--- config.mk ---
export PLATFORM = sky130hd
export DESIGN_NAME = serial_wide_adder
export DESIGN_NICKNAME = d
export VERILOG_FILES = /design/src/rtl/serial_wide_adder.sv
export SDC_FILE = /design/constraint.sdc
export NUM_CORES = 1
export LEC_CHECK = 0
export CORE_ASPECT_RATIO = 0.5
export CORE_MARGIN = 1.5
export CORE_UTILIZATION = 40
export CTS_CLUSTER_DIAMETER = 40
export DETAILED_ROUTE_END_ITERATION = 8
export MAX_ROUTING_LAYER = met4
export PLACE_DENSITY = 0.71
export SYNTH_ARGS = -nofsm -noshare
export SYNTH_HDL_FRONTEND = slang
export SYNTH_SLANG_ARGS = --single-unit
--- constraint.sdc ---
create_clock -name CLK -period 2.35 [get_ports CLK]
set_input_delay 0.5875 -clock CLK [delete_from_list [all_inputs] [get_ports CLK]]
set_output_delay 0.5875 -clock CLK [all_outputs]
set_load 0.03 [all_outputs]
--- src/rtl/serial_wide_adder.sv ---
// Byte-serial unsigned adder: accumulates NBYTES operand byte pairs LSB-first
// through one 8-bit add path and presents the wide sum on a valid/ready port.
module serial_wide_adder #(
  parameter int NBYTES = 4
) (
  input  logic                  CLK,
  input  logic                  RST_N,
  input  logic                  ABORT,
  input  logic                  IN_VALID,
  output logic                  IN_READY,
  input  logic [7:0]            A,
  input  logic [7:0]            B,
  output logic                  OUT_VALID,
  input  logic                  OUT_READY,
  output logic [8*NBYTES-1:0]   RESULT,
  output logic                  CO,
  output logic                  BUSY
);

  localparam int CW = (NBYTES > 1) ? $clog2(NBYTES) : 1;

  typedef enum logic {
    ACCUM = 1'b0,
    HOLD  = 1'b1
  } state_t;

  state_t               state_q, state_d;
  logic [CW-1:0]        cnt_q, cnt_d;
  logic                 c_q, c_d;
  logic [8*NBYTES-1:0]  result_q, result_d;
  logic                 co_q, co_d;
  logic [8:0]           sum;
  logic                 last;

  always_comb begin
    sum      = {1'b0, A} + {1'b0, B} + {8'd0, c_q};
    last     = (cnt_q == CW'(NBYTES - 1));
    state_d  = state_q;
    cnt_d    = cnt_q;
    c_d      = c_q;
    result_d = result_q;
    co_d     = co_q;

    // ABORT outranks both the byte accept and the output handshake.
    if (ABORT) begin
      state_d = ACCUM;
      cnt_d   = '0;
      c_d     = 1'b0;
    end else begin
      case (state_q)
        ACCUM: begin
          if (IN_VALID) begin
            for (int k = 0; k < NBYTES; k++) begin
              if (cnt_q == CW'(k)) result_d[8*k +: 8] = sum[7:0];
            end
            if (last) begin
              co_d    = sum[8];
              c_d     = 1'b0;
              cnt_d   = '0;
              state_d = HOLD;
            end else begin
              c_d   = sum[8];
              cnt_d = cnt_q + CW'(1);
            end
          end
        end
        HOLD: begin
          if (OUT_READY) state_d = ACCUM;
        end
        default: state_d = ACCUM;
      endcase
    end
  end

  always_ff @(posedge CLK or negedge RST_N) begin
    if (!RST_N) begin
      state_q  <= ACCUM;
      cnt_q    <= '0;
      c_q      <= 1'b0;
      result_q <= '0;
      co_q     <= 1'b0;
    end else begin
      state_q  <= state_d;
      cnt_q    <= cnt_d;
      c_q      <= c_d;
      result_q <= result_d;
      co_q     <= co_d;
    end
  end

  // All outputs decode registered state only; IN_READY ignores OUT_READY.
  assign IN_READY  = (state_q == ACCUM);
  assign OUT_VALID = (state_q == HOLD);
  assign BUSY      = (state_q == ACCUM) && (cnt_q != '0);
  assign RESULT    = result_q;
  assign CO        = co_q;

endmodule
==> summary by stage, run 1 <==
Status
The flow ran to the end, and the final reports show no timing, DRC or antenna violations.

Route
The length of the first detailed-routing pass in iterations is 4. The final routed wirelength across all metal layers is 3.96 mm. The first routing iteration left 48 violations. The per-cell routed wire length is 13.5 um.

After detailed routing, the number of remaining DRC violations is 0. The vias after detailed routing is 1423. Using the TritonRoute via totals, the vias-per-cell ratio works out to 4.87. The detail route stage leaves a number of antenna-violating nets equal to 0.

Placement
The number of I/O port buffers is 56. Once detailed placement completed, the half-perimeter wirelength came to 3.07 mm. The post-place setup slack is -435 ps. The congestion estimate from routability-driven global placement came to 0.750.

The cell area after placement is 2490 um2.

Worst setup path
The flop-to-flop setup slack is 300 ps. The category of the critical setup timing path is in -> reg. The top fanout value on the critical path is 2.

The count of cells along the worst register-to-register path is 8. The worst setup path is launched from an input pin. The endpoint arrival time on the critical path is 2390 ps.

The data required time of the worst path is 2540 ps. The critical path capture point type is a flop.

Final layout
Compared with the post-synthesis result, the final layout area differs by 49.2%. The filler cell count in the final layout is 323. The most frequent standard cell in the layout excluding fill and tap cells is clkdlybuf4s50_1.

The top cell types in the final layout, fill and taps aside, are clkdlybuf4s50_1, dfrtp_1, nand2_1, o21ai_0, buf_4. The share of final-layout standard cells stronger than drive strength 1 is 0.197. The repair_antennas step left the layout with diodes totalling 0.

The final net count is 271. Once layout is done, the placed cells without fillers occupy 2660 um2.

Clocking
No sink is reached through more buffers than the 2 on the longest clock path. The number of sinks handled by clock tree synthesis is 37. The post-CTS clock slew at the launch and capture registers of the worst setup and hold paths is 70 ps. The clock latency of the later-clocked register in the worst-skew pair is 290 ps. TritonCTS created 5 clock buffers.

In this run the clock root is driven by a clkbuf_8. TritonCTS built the clock tree. The H-tree depth reported by CTS is 2.

Floorplan
After floorplanning, the core was sized to cover 4080 um2. The die covers 4890 um2. In this run the horizontal extent of the chip is 97.5 um. From bottom edge to top edge, the die measures 50.2 um. 57 I/O pins were placed. The count of standard-cell rows is 16. The initial utilization of the core area, before any placement, comes to 0.437.

Timing
At the pin with the least slew margin, the transition time is 456 ps. Counting I/O delays and the setup requirement, the final critical path takes 2200 ps. Of the available clock period, the critical path in the final layout requires 0.937. The maximum clock skew at final layout is 5.50 ps. After layout, the worst setup slack is 148 ps.

The number of hold-slack violations in the final timing report is 0. Setup repair after global routing left no endpoint under its margin. The count of final setup violators is 0.

The max-slew violation count was 0. Summed over all failing endpoints, the final setup total negative slack is 0 ps. The maximum clock frequency is 0.454 GHz. The worst slew slack as a fraction of its limit is 0.696.

Global routing
The total overflow left after global routing is 0. The most congested layer reported by global routing is met2. The first global-routing pass estimated 6.67 mm of wire.

The global-route met3 utilization is 0.0348. The number of global-route vias before repair is 1417. For this run, global-route usage on met2 was measured as 0.287. The number of antenna violations at the first check in global routing was 0. The maximum number of pins on one net before global-route repair is 38. The met1 capacity usage during global routing is 0.232.

Across every metal layer, demand over resource in global routing totals 0.177.

Worst hold path
The class of the worst hold path is reg -> reg. Counting instances, the worst hold path has a depth of 2.

Pwr
The share of total power dissipated in combinational logic is 0.450. The internal power component is 1.73 mW. Summed over all nets, the switching power comes to 1.06 mW. In this run the power density over the cells is 1040 nW/um2. Of the total power, the share spent switching nets is 0.380. After layout, the design draws a total of 2.78 mW. The leakage power total is 1.22 nW. Of the total power, the clock network draws 0.207. The proportion of power drawn by flip-flops and latches is 0.343. Across the VDD grid, the largest voltage drop is 0.493 mV.

Synth
The mapped netlist covers 1780 um2. A synthesized cell averages 11.1 um2. The number of different library cells used by synthesis comes to 34. Counting flops and latches in the post-synthesis netlist gives 37.

The share of the Yosys chip area taken by registers is 0.519. Counting every instance in the synthesized netlist gives 161. For this run, the number of Yosys warnings is 0. The number of nets in the synthesized netlist is 195.

Run
The count of maximum capacitance violations is 0.
worst max-delay path, cell delays in order:
cell and delay, ps:
clkdlybuf4s50_1 490, inv_1 70, fa_2 390, inv_1 60, a21o_1 150, a41o_4 270
a31oi_4 100, o41ai_2 270
power groups by stage:
stage | Combinational (mW) | Sequential (mW) | Clock, mW
after global routing | 1.34 | 0.980 | 0.616
after floorplan | 0.272 | 1.34 | 0
final | 1.25 | 0.954 | 0.575
after global placement | 1.21 | 0.959 | 0
after detailed placement | 1.23 | 0.968 | 0
after CTS | 1.25 | 0.958 | 0.583
path summary, 6_finish.rpt:
path | start | endpoint
hold / removal | RESULT[10] | RESULT[10]
setup / recovery | A[1] | c_q
hold reg to reg | RESULT[10] | RESULT[10]
max in group asynchronous | RST_N | RESULT[14]
min in group asynchronous | RST_N | RESULT[16]
setup reg to reg | c_q | RESULT[7]
timing repair:
| action | in CTS | in global routing |
|---|---|---|
| hold buffers | 0 | 0 |
| endpoints found under the hold margin | 0 | 0 |
| pin swaps | 4 | 7 |
| setup buffers | 1 | 1 |
| gates resized for setup | 5 | 10 |
| endpoints found under the setup margin | 11 | 10 |
flip-flops by register name, indices dropped and copies added, names as in the netlist:
name,cells
RESULT,32
cnt_q,2
CO,1
OUT_VALID,1
c_q,1
layer usage:
layer,part of all wire,vias to the layer above
met2,0.48,30
met4,0.0068,0
met1,0.47,685
met3,0.046,4
met5,0,-
li1,-,704
cell families (layout without fill, tap and decap cells):
kind of cell,Yosys count,count (layout),share of synthesized area
AO/OA/AOI/OAI,47,47,0.177
XOR/XNOR,6,6,0.0337
adder cells (fa/ha/maj),13,13,0.0996
buffers and inverters,12,89,0.0386
flip-flops,37,37,0.519
multiplexers,5,5,0.0309
AND/OR/NAND/NOR,41,41,0.101
cell type report:
cell class	count	area, um2	share of cell area
flip-flops and latches	37	926	0.348
multi-input cells	112	827	0.311
repair buffers	73	692	0.260
clock buffers	6	82.6	0.0310
well taps	54	67.6	0.0254
clock inverters	2	37.5	0.0141
inverters	8	30.0	0.0113
metrics by stage:
stage	util	hold slack, ps	cells
after floorplan	-	292	161
after global placement	0.609	464	282
after detailed placement	0.609	472	282
after CTS	0.646	490	291
after global routing	0.652	515	292
final	0.652	482	292
Yosys cell counts, drive strengths merged:
cell | n | share of area
inv | 8 | 0.017
a31oi | 1 | 0.012
o21ai | 31 | 0.089
xnor2 | 3 | 0.019
o311ai | 1 | 0.0091
dfrtp | 37 | 0.52
nor2 | 5 | 0.015
mux2i | 1 | 0.0056
o41ai | 1 | 0.0091
a21oi | 3 | 0.011
nand3b | 1 | 0.0042
a211oi | 1 | 0.0070
ha | 11 | 0.077
a22oi | 1 | 0.0042
fa | 2 | 0.022
mux2 | 4 | 0.025
o211ai | 1 | 0.0042
nand4 | 1 | 0.0035
nand2 | 33 | 0.071
xor2 | 3 | 0.015
o31ai | 1 | 0.0042
buf | 4 | 0.022
a41o | 1 | 0.0063
a21o | 4 | 0.018
o21bai | 1 | 0.0042
nand2b | 1 | 0.0077
(Power assumes the default switching activity.)
==> run 2: changes to the inputs <==
==> constraint.sdc (replaced) <==
create_clock -name CLK -period 2.6 [get_ports CLK]
set_input_delay 0.65 -clock CLK [delete_from_list [all_inputs] [get_ports CLK]]
set_output_delay 0.65 -clock CLK [all_outputs]
set_load 0.03 [all_outputs]
==> summary by stage, run 2 (synthesized netlist as in run 1, its figures left out) <==
Worst hold path
For hold timing, the worst endpoint is RESULT[10]. The worst hold path belongs to the class reg -> reg. The worst hold path cell count is 2 (unchanged).

The launch point of the worst hold path is RESULT[10].

Clocking
The tree is rooted in a clkbuf_8. The total clock buffers created by CTS came to 5 (unchanged). The number of sinks handled by clock tree synthesis is 37 (unchanged).

The post-CTS clock slew at the launch and capture registers of the worst setup and hold paths is 80 ps (about the same). The total setup buffers inserted after CTS is 0 (-1). TritonCTS built the clock tree.

The maximum buffer depth of the clock tree was 2 (unchanged). The H-tree depth reported by CTS is 2 (unchanged). The clock latency of the later-clocked register in the worst-skew pair is 300 ps (about the same).

Route
The violation count after the first detailed-route iteration is 52 (+8.3%). The post-detailed-route count of antenna-violating nets is 0 (unchanged). The final routed wirelength across all metal layers is 4.03 mm (+1.8%).

The vias after detailed routing is 1431 (+0.56%). The via count normalized by instance count is 5.00 (+2.7%). The post-detailed-route DRC marker count came to 0 (unchanged). The per-cell routed wire length was 14.1 um (+4.0%). The length of the first detailed-routing pass in iterations is 4 (unchanged).

Global routing
The number of antenna violations at the first check in global routing is 0 (unchanged). The overflow left after global routing was 0 (unchanged). The overall global routing resource usage came to 0.183 (+0.00596). The maximum number of pins on one net before global-route repair was 38 (unchanged). The number of global-route vias before repair is 1469 (+3.7%).

The global-route wire length before repair is 6.73 mm (+0.93%).

Timing
The final worst hold slack was 480 ps (-2.06 ps). The maximum clock skew at final layout is 7.52 ps (+2.02 ps). The max-slew violation count was 0 (unchanged). The final worst slack is 115 ps (-32.9 ps). The worst slew slack as a fraction of its limit is 0.695 (about the same).

The count of final setup violators is 0 (unchanged). Setup repair after global routing left no endpoint under its margin. The actual slew at the worst max-slew pin was 457 ps (+0.816 ps).

In the finished design, the share of the clock period the worst path needs comes to 0.956. The number of hold-slack violations in the final timing report is 0 (unchanged). After layout, the minimum clock period comes to 2480 ps. The maximum clock frequency is 0.402 GHz.

Floorplan
The vertical die dimension is 50.2 um (unchanged). The number of top-level pins is 57 (unchanged). The die outline area is 4890 um2 (unchanged). The core area was 4080 um2 (unchanged). The count of standard-cell rows was 16 (unchanged). The initial standard-cell utilization of the core came to 0.437 (unchanged).

The die width is 97.5 um (unchanged).

Worst setup path
The worst setup path is captured at a flop. The top fanout value on the critical path is 4 (+2). The endpoint arrival time on the critical path is 2660 ps (+270 ps). The worst register-to-register path begins at c_q. The data required time of the worst path was 2780 ps (+240 ps). The category of the critical setup timing path is in -> reg. The critical path launch point type is an input pin. The count of cells along the worst register-to-register path came to 8 (unchanged). The flop-to-flop setup slack is 570 ps (+270 ps). The worst reg2reg path endpoint is RESULT[14].

Placement
The number of I/O port buffers is 56 (unchanged). The cell area after placement was 2460 um2 (-1.2%). The estimated wirelength of the detail-placed design is 3.16 mm (+2.8%). The post-place setup slack was -258 ps (+178 ps). The final weighted congestion in routability-driven placement is 0.751 (+0.21%).

Final layout
The finished layout cell area is 2600 um2 (-2.3%). The top cell types in the final layout, fill and taps aside, are clkdlybuf4s50_1, dfrtp_1, nand2_1, o21ai_0. The filler cell count in the final layout is 349 (+8.0%). The flip-flop count of the largest register, all copies and words added came to 32 (unchanged). The count of inserted antenna diode cells is 0 (unchanged). The most frequent standard cell in the layout excluding fill and tap cells is clkdlybuf4s50_1.

The share of final-layout standard cells stronger than drive strength 1 was 0.155 (-0.0423). The final net count is 265 (-2.2%). Relative to the synthesized area, the layout overhead comes to 45.8%.

Run
The count of maximum capacitance violations is 0 (unchanged).

Pwr
The maximum VDD drop is 0.444 mV (-10%). The leakage power total came to 1.19 nW (-3.3%). The power per unit of standard cell area came to 992 nW/um2 (-5.0%).

Status
The flow ran to the end, and the final reports show no timing, DRC or antenna violations.
## run 2: cell count changes in the layout (fill, tap and decap cells not counted), moves of 2 or more
cell / change
buf_4: -6
clkdlybuf4s50_1: +3
dlymetal6s2s_1: -2
fa_1: +2
fa_2: -2
o21ai_0: +4
o21ai_1: -2
o21ai_2: -2
## run 2: power by group
group	internal [mW]	switching, mW
clock	0.386	0.224
sequential	0.755	0.108
combinational	0.473	0.635
## run 2: final cells by class
cell class | instances | area, um2 | area share
Sequential cell | 37 | 926 | 0.356
Multi-Input combinational cell | 112 | 797 | 0.306
Timing Repair Buffer | 67 | 643 | 0.247
Clock buffer | 5 | 68.8 | 0.0265
Clock inverter | 3 | 68.8 | 0.0265
Tap cell | 54 | 67.6 | 0.0260
Inverter | 8 | 30.0 | 0.0115
## run 2: worst max path at each step
| stage | start | end | slack (ps) | cells after the start |
|---|---|---|---|---|
| finish | A[0] | RESULT[14] | 120 | 9 |
| global route | A[0] | RESULT[14] | 10 | 9 |
| CTS | A[0] | RESULT[20] | 60 | 9 |
| detailed placement | A[0] | RESULT[20] | -260 | 9 |
| global placement | A[0] | RESULT[12] | -160 | 9 |
| floorplan | A[0] | c_q | 330 | 8 |
## run 2: stage by stage
step / utilization / TNS (ps) / std cells / power [mW]
4_1_cts: 0.635 / 0 / 286 / 2.60
5_1_grt: 0.637 / 0 / 286 / 2.71
6_report: 0.637 / 0 / 286 / 2.58
2_1_floorplan: - / 0 / 161 / 1.46
3_5_place_dp: 0.601 / -2350 / 278 / 1.99
3_3_place_gp: 0.601 / -1420 / 278 / 1.95
## run 2: layer usage
layer,vias up,GRT usage,routed length (um)
met4,0,0.0762,57
met5,-,-,0
li1,693,-,-
met2,45,0.291,1850
met1,685,0.232,1920
met3,8,0.0390,202
## run 2: repair_timing
item,4_1_cts,5_1_grt
hold buffers,0,0
setup endpoints to repair,0,4
gates resized for setup,0,1
## run 2: worst max-delay path: stages
cell	delay, ps
clkdlybuf4s50_1	430
fa_1	450
inv_1	80
fa_1	180
inv_1	40
a21o_1	180
a41o_2	310
xnor2_2	210
o21ai_0	130
==> run 3: changes to the inputs <==
--- a/config.mk
+++ b/config.mk
@@ -15,3 +15,4 @@
 export SYNTH_ARGS = -nofsm -noshare
 export SYNTH_HDL_FRONTEND = slang
 export SYNTH_SLANG_ARGS = --single-unit
+export TNS_END_PERCENT = 100
==> results of run 3 <==
No change in the layout: final DEF, timing and power equal those of run 2.
